$ cat src/rtl/mem_access_ctrl.sv
// mem_access_ctrl: sequencer between the CPU MAR/MDR datapath and a
// synchronous single-port RAM. One request at a time: range check, RAM
// strobe sequencing, read-data capture into the MDR, optional wait
// states and a one-cycle completion pulse.
module mem_access_ctrl #(
    parameter int DATA_W      = 32,
    parameter int ADDR_W      = 8,
    parameter int WAIT_STATES = 0
) (
    input  logic              clk,
    input  logic              rst_n,
    input  logic              mem_req,
    input  logic              mem_we,
    input  logic [31:0]       mem_addr,
    input  logic [DATA_W-1:0] mem_wdata,
    output logic [DATA_W-1:0] mem_rdata,
    output logic              mem_done,
    output logic              mem_err,
    output logic              busy,
    output logic [ADDR_W-1:0] ram_address,
    output logic [DATA_W-1:0] ram_data_in,
    output logic              ram_write_enable,
    output logic              ram_read_enable,
    input  logic [DATA_W-1:0] ram_data_out
);

    localparam logic [2:0] ST_IDLE    = 3'd0;
    localparam logic [2:0] ST_WRITE   = 3'd1;
    localparam logic [2:0] ST_READ    = 3'd2;
    localparam logic [2:0] ST_CAPTURE = 3'd3;
    localparam logic [2:0] ST_WAIT    = 3'd4;
    localparam logic [2:0] ST_DONE    = 3'd5;

    localparam logic [3:0] WAIT_INIT = 4'(WAIT_STATES);
    localparam bit         NO_WAIT   = (WAIT_STATES == 0);

    // State following any RAM access (or a rejected request).
    localparam logic [2:0] ST_POST = NO_WAIT ? ST_DONE : ST_WAIT;

    logic [2:0]        state;
    logic [2:0]        state_nxt;
    logic [ADDR_W-1:0] addr_q;
    logic [DATA_W-1:0] wdata_q;
    logic [DATA_W-1:0] mdr_q;
    logic              err_q;
    logic [3:0]        wait_cnt;
    logic              out_of_range;
    logic              accept;

    // Any set bit above the RAM address field means the word does not exist.
    assign out_of_range = (mem_addr >> ADDR_W) != '0;
    assign accept       = (state == ST_IDLE) && mem_req;

    // Next-state decode.
    always_comb begin
        state_nxt = state;
        case (state)
            ST_IDLE: begin
                if (mem_req) begin
                    if (out_of_range) state_nxt = ST_POST;
                    else if (mem_we)  state_nxt = ST_WRITE;
                    else              state_nxt = ST_READ;
                end
            end
            ST_WRITE:   state_nxt = ST_POST;
            ST_READ:    state_nxt = ST_CAPTURE;
            ST_CAPTURE: state_nxt = ST_POST;
            // Counter holds the remaining WAIT cycles including this one,
            // so leave when it is about to reach zero.
            ST_WAIT:    if (wait_cnt <= 4'd1) state_nxt = ST_DONE;
            ST_DONE:    state_nxt = ST_IDLE;
            default:    state_nxt = ST_IDLE;
        endcase
    end

    // State register.
    always_ff @(posedge clk or negedge rst_n) begin
        if (!rst_n) state <= ST_IDLE;
        else        state <= state_nxt;
    end

    // Request latches: address, write data and range-error flag.
    always_ff @(posedge clk or negedge rst_n) begin
        if (!rst_n) begin
            addr_q  <= '0;
            wdata_q <= '0;
            err_q   <= 1'b0;
        end else if (accept) begin
            addr_q  <= mem_addr[ADDR_W-1:0];
            wdata_q <= mem_wdata;
            err_q   <= out_of_range;
        end
    end

    // MDR: loaded from the RAM in CAPTURE, cleared by a rejected read.
    always_ff @(posedge clk or negedge rst_n) begin
        if (!rst_n) begin
            mdr_q <= '0;
        end else if (state == ST_CAPTURE) begin
            mdr_q <= ram_data_out;
        end else if (accept && out_of_range && !mem_we) begin
            mdr_q <= '0;
        end
    end

    // Wait-state counter: loaded on entry to WAIT, decremented inside it.
    always_ff @(posedge clk or negedge rst_n) begin
        if (!rst_n) begin
            wait_cnt <= '0;
        end else if (state_nxt == ST_WAIT && state != ST_WAIT) begin
            wait_cnt <= WAIT_INIT;
        end else if (state == ST_WAIT && wait_cnt != '0) begin
            wait_cnt <= wait_cnt - 4'd1;
        end
    end

    assign mem_rdata        = mdr_q;
    assign mem_done         = (state == ST_DONE);
    assign mem_err          = (state == ST_DONE) && err_q;
    assign busy             = (state != ST_IDLE);
    assign ram_address      = addr_q;
    assign ram_data_in      = wdata_q;
    assign ram_write_enable = (state == ST_WRITE);
    assign ram_read_enable  = (state == ST_READ);

endmodule

$ cat config.mk
export PLATFORM = sky130hd
export DESIGN_NAME = mem_access_ctrl
export DESIGN_NICKNAME = d
export VERILOG_FILES = /design/src/rtl/mem_access_ctrl.sv
export SDC_FILE = /design/constraint.sdc
export NUM_CORES = 1
export LEC_CHECK = 0
export CORE_ASPECT_RATIO = 1.4
export CORE_MARGIN = 2
export CORE_UTILIZATION = 39
export CTS_CLUSTER_SIZE = 14
export DETAILED_ROUTE_END_ITERATION = 6
export PLACE_DENSITY = 0.88
export SYNTH_ARGS = -nofsm -noshare
export SYNTH_HDL_FRONTEND = slang
export SYNTH_SLANG_ARGS = --single-unit
$ cat constraint.sdc
create_clock -name clk -period 2.1 [get_ports clk]
set_input_delay 0.42 -clock clk [delete_from_list [all_inputs] [get_ports clk]]
set_output_delay 0.42 -clock clk [all_outputs]
set_load 0.05 [all_outputs]
==> flow_metrics.env, run 1 <==
export IMPL_drt_met1_wl_microns=3223
export IMPL_die_area_sq_um=9296
export IMPL_min_period_over_period=0.9388
export IMPL_globalplace_congestion=0.8120
export IMPL_synth_seq_area_share=0.6017
export IMPL_port_buffers=176
export IMPL_cpPeakStageDelay_ns=0.43
export IMPL_nets=561
export IMPL_cts_root_buf="clkbuf_16"
export IMPL_die_h_microns=113.3
export IMPL_final_layout_size_suffix_gt1_frac=0.1732
export IMPL_fin_skew_ns=0.005958
export IMPL_synth_compound_area_frac=0.08199
export IMPL_yosys_area_share_adder=0.01128
export IMPL_status="finished clean"
export IMPL_synth_nets=380
export IMPL_fillers=618
export IMPL_grt_ovfl_total=0
export IMPL_path_clk_slew_ns=0.05
export IMPL_p_leak_nw=2.260
export IMPL_fin_tns_setup_ns=0
export IMPL_tightest_slew_ns=0.5730
export IMPL_ys_ff_latch=80
export IMPL_area_delta_synth_final_pct=64.91
export IMPL_dpl_instance_area_sq_um=5230
export IMPL_route_met3_wl_microns=1137
export IMPL_cts_buffers=9
export IMPL_multi_input_area_sq_um=1202
export IMPL_pre_cts_slack_ns=-0.1408
export IMPL_synth_top_family_by_area="multiplexers"
export IMPL_synthSimpleGateAreaFrac=0.1215
export IMPL_p_per_area_nw_per_um2=1734
export IMPL_irDropWorstVdd_mv=1.064
export IMPL_die_w_microns=82.06
export IMPL_ys_warnings_count=0
export IMPL_cts_hold_buf=0
export IMPL_drv_cap=0
export IMPL_register_area_sq_um=2002
export IMPL_final_max_slew_viol_count=0
export IMPL_insertion_delay_ns=0.33
export IMPL_routed_via_density=4.888
export IMPL_slowest_stage="dfrtp_1"
export IMPL_cts_tree="done"
export IMPL_drt_wl_total_microns=9129
export IMPL_ant_nets=0
export IMPL_worst_setup_path_type="reg2out"
export IMPL_coreArea_sq_um=8247
export IMPL_drc_errors=0
export IMPL_power_internal_mw=5.052
export IMPL_layout_setup_ws_ns=0.1286
export IMPL_setup_worst_path_end_class="primary output"
export IMPL_period_needed_ns=1.971
export IMPL_htree_levels=3
export IMPL_firstDrtPassIters=4
export IMPL_ctsResizeCount=0
export IMPL_vias=2757
export IMPL_fmax_mhz=507.3
export IMPL_crit_fanout=5
export IMPL_grt_util_all_layers=0.2019
export IMPL_synth_distinct_cells=31
export IMPL_drtIter0Drc=101
export IMPL_post_cts_setup_buffers=0
export IMPL_cp_required_ns=1.68
export IMPL_fin_total_pwr_mw=9.513
export IMPL_grt_max_degree=42
export IMPL_num_antenna_cells=0
export IMPL_combPwrFrac=0.575
export IMPL_rows=39
export IMPL_synthXorXnorAreaFrac=0.007898
export IMPL_synth_mux_area_frac=0.1354
export IMPL_grt_pass1_vias=2862
export IMPL_synthCells=277
export IMPL_path_buf_inv=2
export IMPL_hold_path_class="in2async"
export IMPL_fin_area_sq_um=5487
export IMPL_antenna_found_initial=0
export IMPL_cp_top_family="simple AND/OR/NAND/NOR gates"
export IMPL_cts_buffer_depth=2
export IMPL_start_util=0.4034
export IMPL_highest_layer="met4"
export IMPL_syn_avg_cell_area_sq_um=12.01
export IMPL_arrival_ns=1.55
export IMPL_cp_start_kind="register"
export IMPL_max_slew_margin_rel=0.6180
export IMPL_crit_chain="inv_1 > nor3b_4 > and2_1 > buf_12"
export IMPL_ios=177
export IMPL_switchingPower_mw=4.461
export IMPL_finalSetupViolations=0
export IMPL_pwr_share_clk=0.142
export IMPL_met2WireLength_microns=4567
export IMPL_grt_pass1_wl_microns=13920
export IMPL_seqPwrFrac=0.283
export IMPL_p_sw_frac=0.4689
export IMPL_drt_wirelength_per_cell_microns=16.19
export IMPL_dp_hpwl_microns=7073
export IMPL_rsz0062_at_grt="false"
export IMPL_syn_area_sq_um=3327
export IMPL_clock_sinks=80
export IMPL_hold_viol_final=0
placed cells by master, fill, tap and decap left out, drive strengths merged, types with 2 or more instances in the layout:
cell type,netlist,layout
clkinvlp,0,2
o21ai,32,32
nor3,2,2
nand2,67,67
nor2,8,8
xnor2,3,3
ha,3,3
and2,2,2
clkdlybuf4s50,0,169
nor3b,2,2
dfrtp,80,80
clkbuf,11,12
inv,5,5
nor4,6,6
mux2,40,40
buf,3,15
a21oi,2,2
cells in the mapped netlist, drive strengths merged:
master	instances	area, sq um
a2111oi	1	27.53
a21oi	2	10.01
a31o	1	8.760
a31oi	1	6.260
and2	2	13.77
and3	1	7.510
buf	3	33.78
clkbuf	11	81.33
dfrtp	80	2002
ha	3	37.54
inv	5	18.77
mux2	40	450.4
nand2	67	251.5
nand3	1	5.000
nand4	1	6.260
nor2	8	46.30
nor3	2	10.01
nor3b	2	15.01
nor4	6	37.54
o211a	1	17.52
o211ai	1	7.510
o21ai	32	178.9
o31ai	1	7.510
o32ai	1	8.760
or3	1	11.26
xnor2	3	26.28
worst reg2reg max path: stages (launching register included):
cell,delay (ns)
dfrtp_1,0.44
or3_4,0.46
nor2_8,0.13
o211a_4,0.41
o21ai_0,0.20
logic make-up (layout without fill, tap and decap cells):
logic type / Yosys count / count (layout)
simple gates: 91 / 91
fa+ha+maj: 3 / 3
buf+inv: 19 / 204
flops: 80 / 80
xor+xnor: 3 / 3
mux: 40 / 40
compound gates: 41 / 41
power by group through the flow:
stage	clock, mW	combinational, mW	sequential, mW
floorplan	0	1.07	5.10
global placement	0	5.43	2.66
detailed placement	0	5.53	2.70
CTS	1.40	5.53	2.70
global route	1.47	5.71	2.78
finish	1.35	5.47	2.69
registers in the layout, summed over array words and instances, names as in the netlist:
| register | flops |
|---|---|
| err_q | 1 |
| mem_rdata | 32 |
| ram_address | 8 |
| ram_data_in | 32 |
| state | 3 |
| wait_cnt | 4 |
worst paths after layout:
kind	startpoint	endpoint	slack (ns)	cells past startpoint
worst max-delay path	state[2]	mem_err	0.13	4
worst min-delay path	rst_n	mem_rdata[5]	0.07	1
worst max register to register	state[2]	mem_rdata[13]	0.33	4
worst min register to register	wait_cnt[3]	wait_cnt[3]	0.48	1
max in group asynchronous	rst_n	ram_data_in[25]	1.45	2
min in group clk	wait_cnt[3]	wait_cnt[3]	0.48	1
per-layer routing:
metal,track usage,up-vias
li1,-,1302
met1,0.2076,1289
met2,0.3507,148
met3,0.07895,18
met4,0.09444,0
met5,0,-
cell type report:
class / instances / share of cell area
clock buffers: 12 / 0.04310
clock inverters: 3 / 0.003649
inverters: 5 / 0.003421
multi-input cells: 178 / 0.2192
flip-flops and latches: 80 / 0.3649
well taps: 102 / 0.02326
repair buffers: 184 / 0.3425
stage by stage:
stage	cells	util	hold WS (ns)
5_1_grt	564	0.6653	0.1079
3_3_place_gp	549	0.6342	0.4264
4_1_cts	564	0.6653	0.08305
3_5_place_dp	549	0.6342	0.4373
2_1_floorplan	277	-	0.1244
6_report	564	0.6653	0.07179
(Power assumes the default switching activity.)
==> run 2: changes to the inputs <==
Settings changed: CORE_UTILIZATION 39 to 42, PLACE_DENSITY 0.88 to 0.93.
Clock period 2.1 ns to 2.3 ns, I/O delays scaled along.
==> flow_metrics.env, run 2 (synthesis gave the netlist of run 1 again) <==
export IMPL_final_common_cell="clkdlybuf4s50_1"
export IMPL_path_buf_inv=1
export IMPL_vias=2760
export IMPL_p_sw_frac=0.4820
export IMPL_fin_cells=560
export IMPL_fin_skew_ns=0.01070
export IMPL_dp_cells=544
export IMPL_tightest_slew_ns=0.5607
export IMPL_layout_setup_ws_ns=0.3104
export IMPL_ctsResizeCount=0
export IMPL_die_area_sq_um=8660
export IMPL_cts_tree="done"
export IMPL_start_util=0.4319
export IMPL_cts_root_buf="clkbuf_8"
export IMPL_rsz0062_at_grt="false"
export IMPL_htree_levels=3
export IMPL_pre_cts_slack_ns=-0.06640
export IMPL_port_buffers=176
export IMPL_finalSetupViolations=0
export IMPL_period_needed_ns=1.990
export IMPL_irDropWorstVdd_mv=0.9053
export IMPL_die_w_microns=79.22
export IMPL_ios=177
export IMPL_final_max_slew_viol_count=0
export IMPL_area_delta_synth_final_pct=60.36
export IMPL_min_period_over_period=0.8651
export IMPL_cts_buffer_depth=2
export IMPL_grt_pass1_vias=2882
export IMPL_power_internal_mw=4.279
export IMPL_arrival_ns=1.53
export IMPL_rows=38
export IMPL_coreArea_sq_um=7702
export IMPL_cp_top_family="buffers and inverters"
export IMPL_drc_errors=0
export IMPL_max_slew_margin_rel=0.6262
export IMPL_fmax_mhz=502.6
export IMPL_setup_worst_path_end_class="primary output"
export IMPL_cts_buffers=9
export IMPL_dp_hpwl_microns=6881
export IMPL_crit_fanout=2
export IMPL_ant_nets=0
export IMPL_routed_via_density=4.929
export IMPL_crit_chain="clkdlybuf4s50_1"
export IMPL_path_clk_slew_ns=0.07
export IMPL_combPwrFrac=0.591
export IMPL_antenna_found_initial=0
export IMPL_nets=558
export IMPL_grt_pass1_wl_microns=13730
export IMPL_p_leak_nw=2.209
export IMPL_grt_max_degree=43
export IMPL_cp_required_ns=1.84
export IMPL_grt_util_all_layers=0.2089
export IMPL_num_antenna_cells=0
export IMPL_p_per_area_nw_per_um2=1548
export IMPL_hold_path_class="in2async"
export IMPL_slowest_stage="clkdlybuf4s50_1"
export IMPL_cp_start_kind="register"
export IMPL_globalplace_congestion=0.7408
export IMPL_post_cts_setup_buffers=0
export IMPL_drt_wirelength_per_cell_microns=15.93
export IMPL_drv_cap=0
export IMPL_worst_setup_path_type="reg2out"
export IMPL_clock_sinks=80
export IMPL_firstDrtPassIters=4
export IMPL_drtIter0Drc=108
export IMPL_seqPwrFrac=0.295
export IMPL_insertion_delay_ns=0.34
export IMPL_switchingPower_mw=3.982
export IMPL_grt_ovfl_total=0
export IMPL_cpPeakStageDelay_ns=0.83
export IMPL_pwr_share_clk=0.114
export IMPL_drt_wl_total_microns=8921
export IMPL_status="finished clean"
export IMPL_cts_hold_buf=0
export IMPL_die_h_microns=109.3
export IMPL_hold_viol_final=0
export IMPL_final_layout_size_suffix_gt1_frac=0.1717
export IMPL_final_cell_mix="clkdlybuf4s50_1 (170), dfrtp_1 (80), nand2_1 (67)"
## run 2: changes by cell type in the layout (fill, tap and decap cells not counted), sizes merged
cell / change
clkinvlp: -2
clkdlybuf4s50: +1
clkbuf: +1
clkinv: +2
buf: -4
## run 2: routing by layer
layer | track usage | vias to the layer above | part of all wire
met2 | 0.3771 | 152 | 0.52
met1 | 0.2277 | 1306 | 0.36
met5 | 0 | - | 0
met4 | 0.07389 | 0 | 0.014
met3 | 0.06979 | 10 | 0.10
li1 | - | 1292 | -
## run 2: area by class of cell
type / count / area [sq um]
clock buffer: 13 / 168.9
clock inverter: 3 / 15.01
fill: 600 / 2367
inverter: 5 / 18.77
multi-input combinational: 178 / 1196
sequential: 80 / 2002
tap: 100 / 125.1
timing repair buffer: 181 / 1809
## run 2: per-stage QoR
step | total power, mW | setup TNS [ns] | instance area (sq um) | hold slack, ns | utilization
global placement | 7.245 | 0 | 5151 | 0.4662 | 0.6688
detailed placement | 7.372 | -0.2473 | 5151 | 0.4764 | 0.6688
CTS | 8.336 | 0 | 5335 | 0.09639 | 0.6927
finish | 8.261 | 0 | 5335 | 0.09542 | 0.6927
floorplan | 5.613 | 0 | 3332 | 0.1644 | -
global route | 8.629 | 0 | 5335 | 0.1251 | 0.6927
## run 2: power by group through the flow
| stage | Combinational, mW | Clock, mW | Sequential [mW] |
|---|---|---|---|
| 6_report | 4.88 | 0.938 | 2.44 |
| 5_1_grt | 5.08 | 1.03 | 2.52 |
| 4_1_cts | 4.92 | 0.976 | 2.44 |
| 3_5_place_dp | 4.92 | 0 | 2.45 |
| 3_3_place_gp | 4.82 | 0 | 2.42 |
| 2_1_floorplan | 0.960 | 0 | 4.65 |
## run 2: final timing paths
check                      cells past startpoint  slack (ns)        endpoint     startpoint
min in group clk                               1        0.48     wait_cnt[3]    wait_cnt[3]
hold reg to reg                                1        0.48     wait_cnt[3]    wait_cnt[3]
setup reg to reg                               4        0.48  ram_data_in[7]       state[1]
hold / removal                                 1         0.1    mem_rdata[2]          rst_n
setup / recovery                               1        0.31   mem_rdata[24]  mem_rdata[24]
max in group asynchronous                      2        1.60  ram_data_in[7]          rst_n
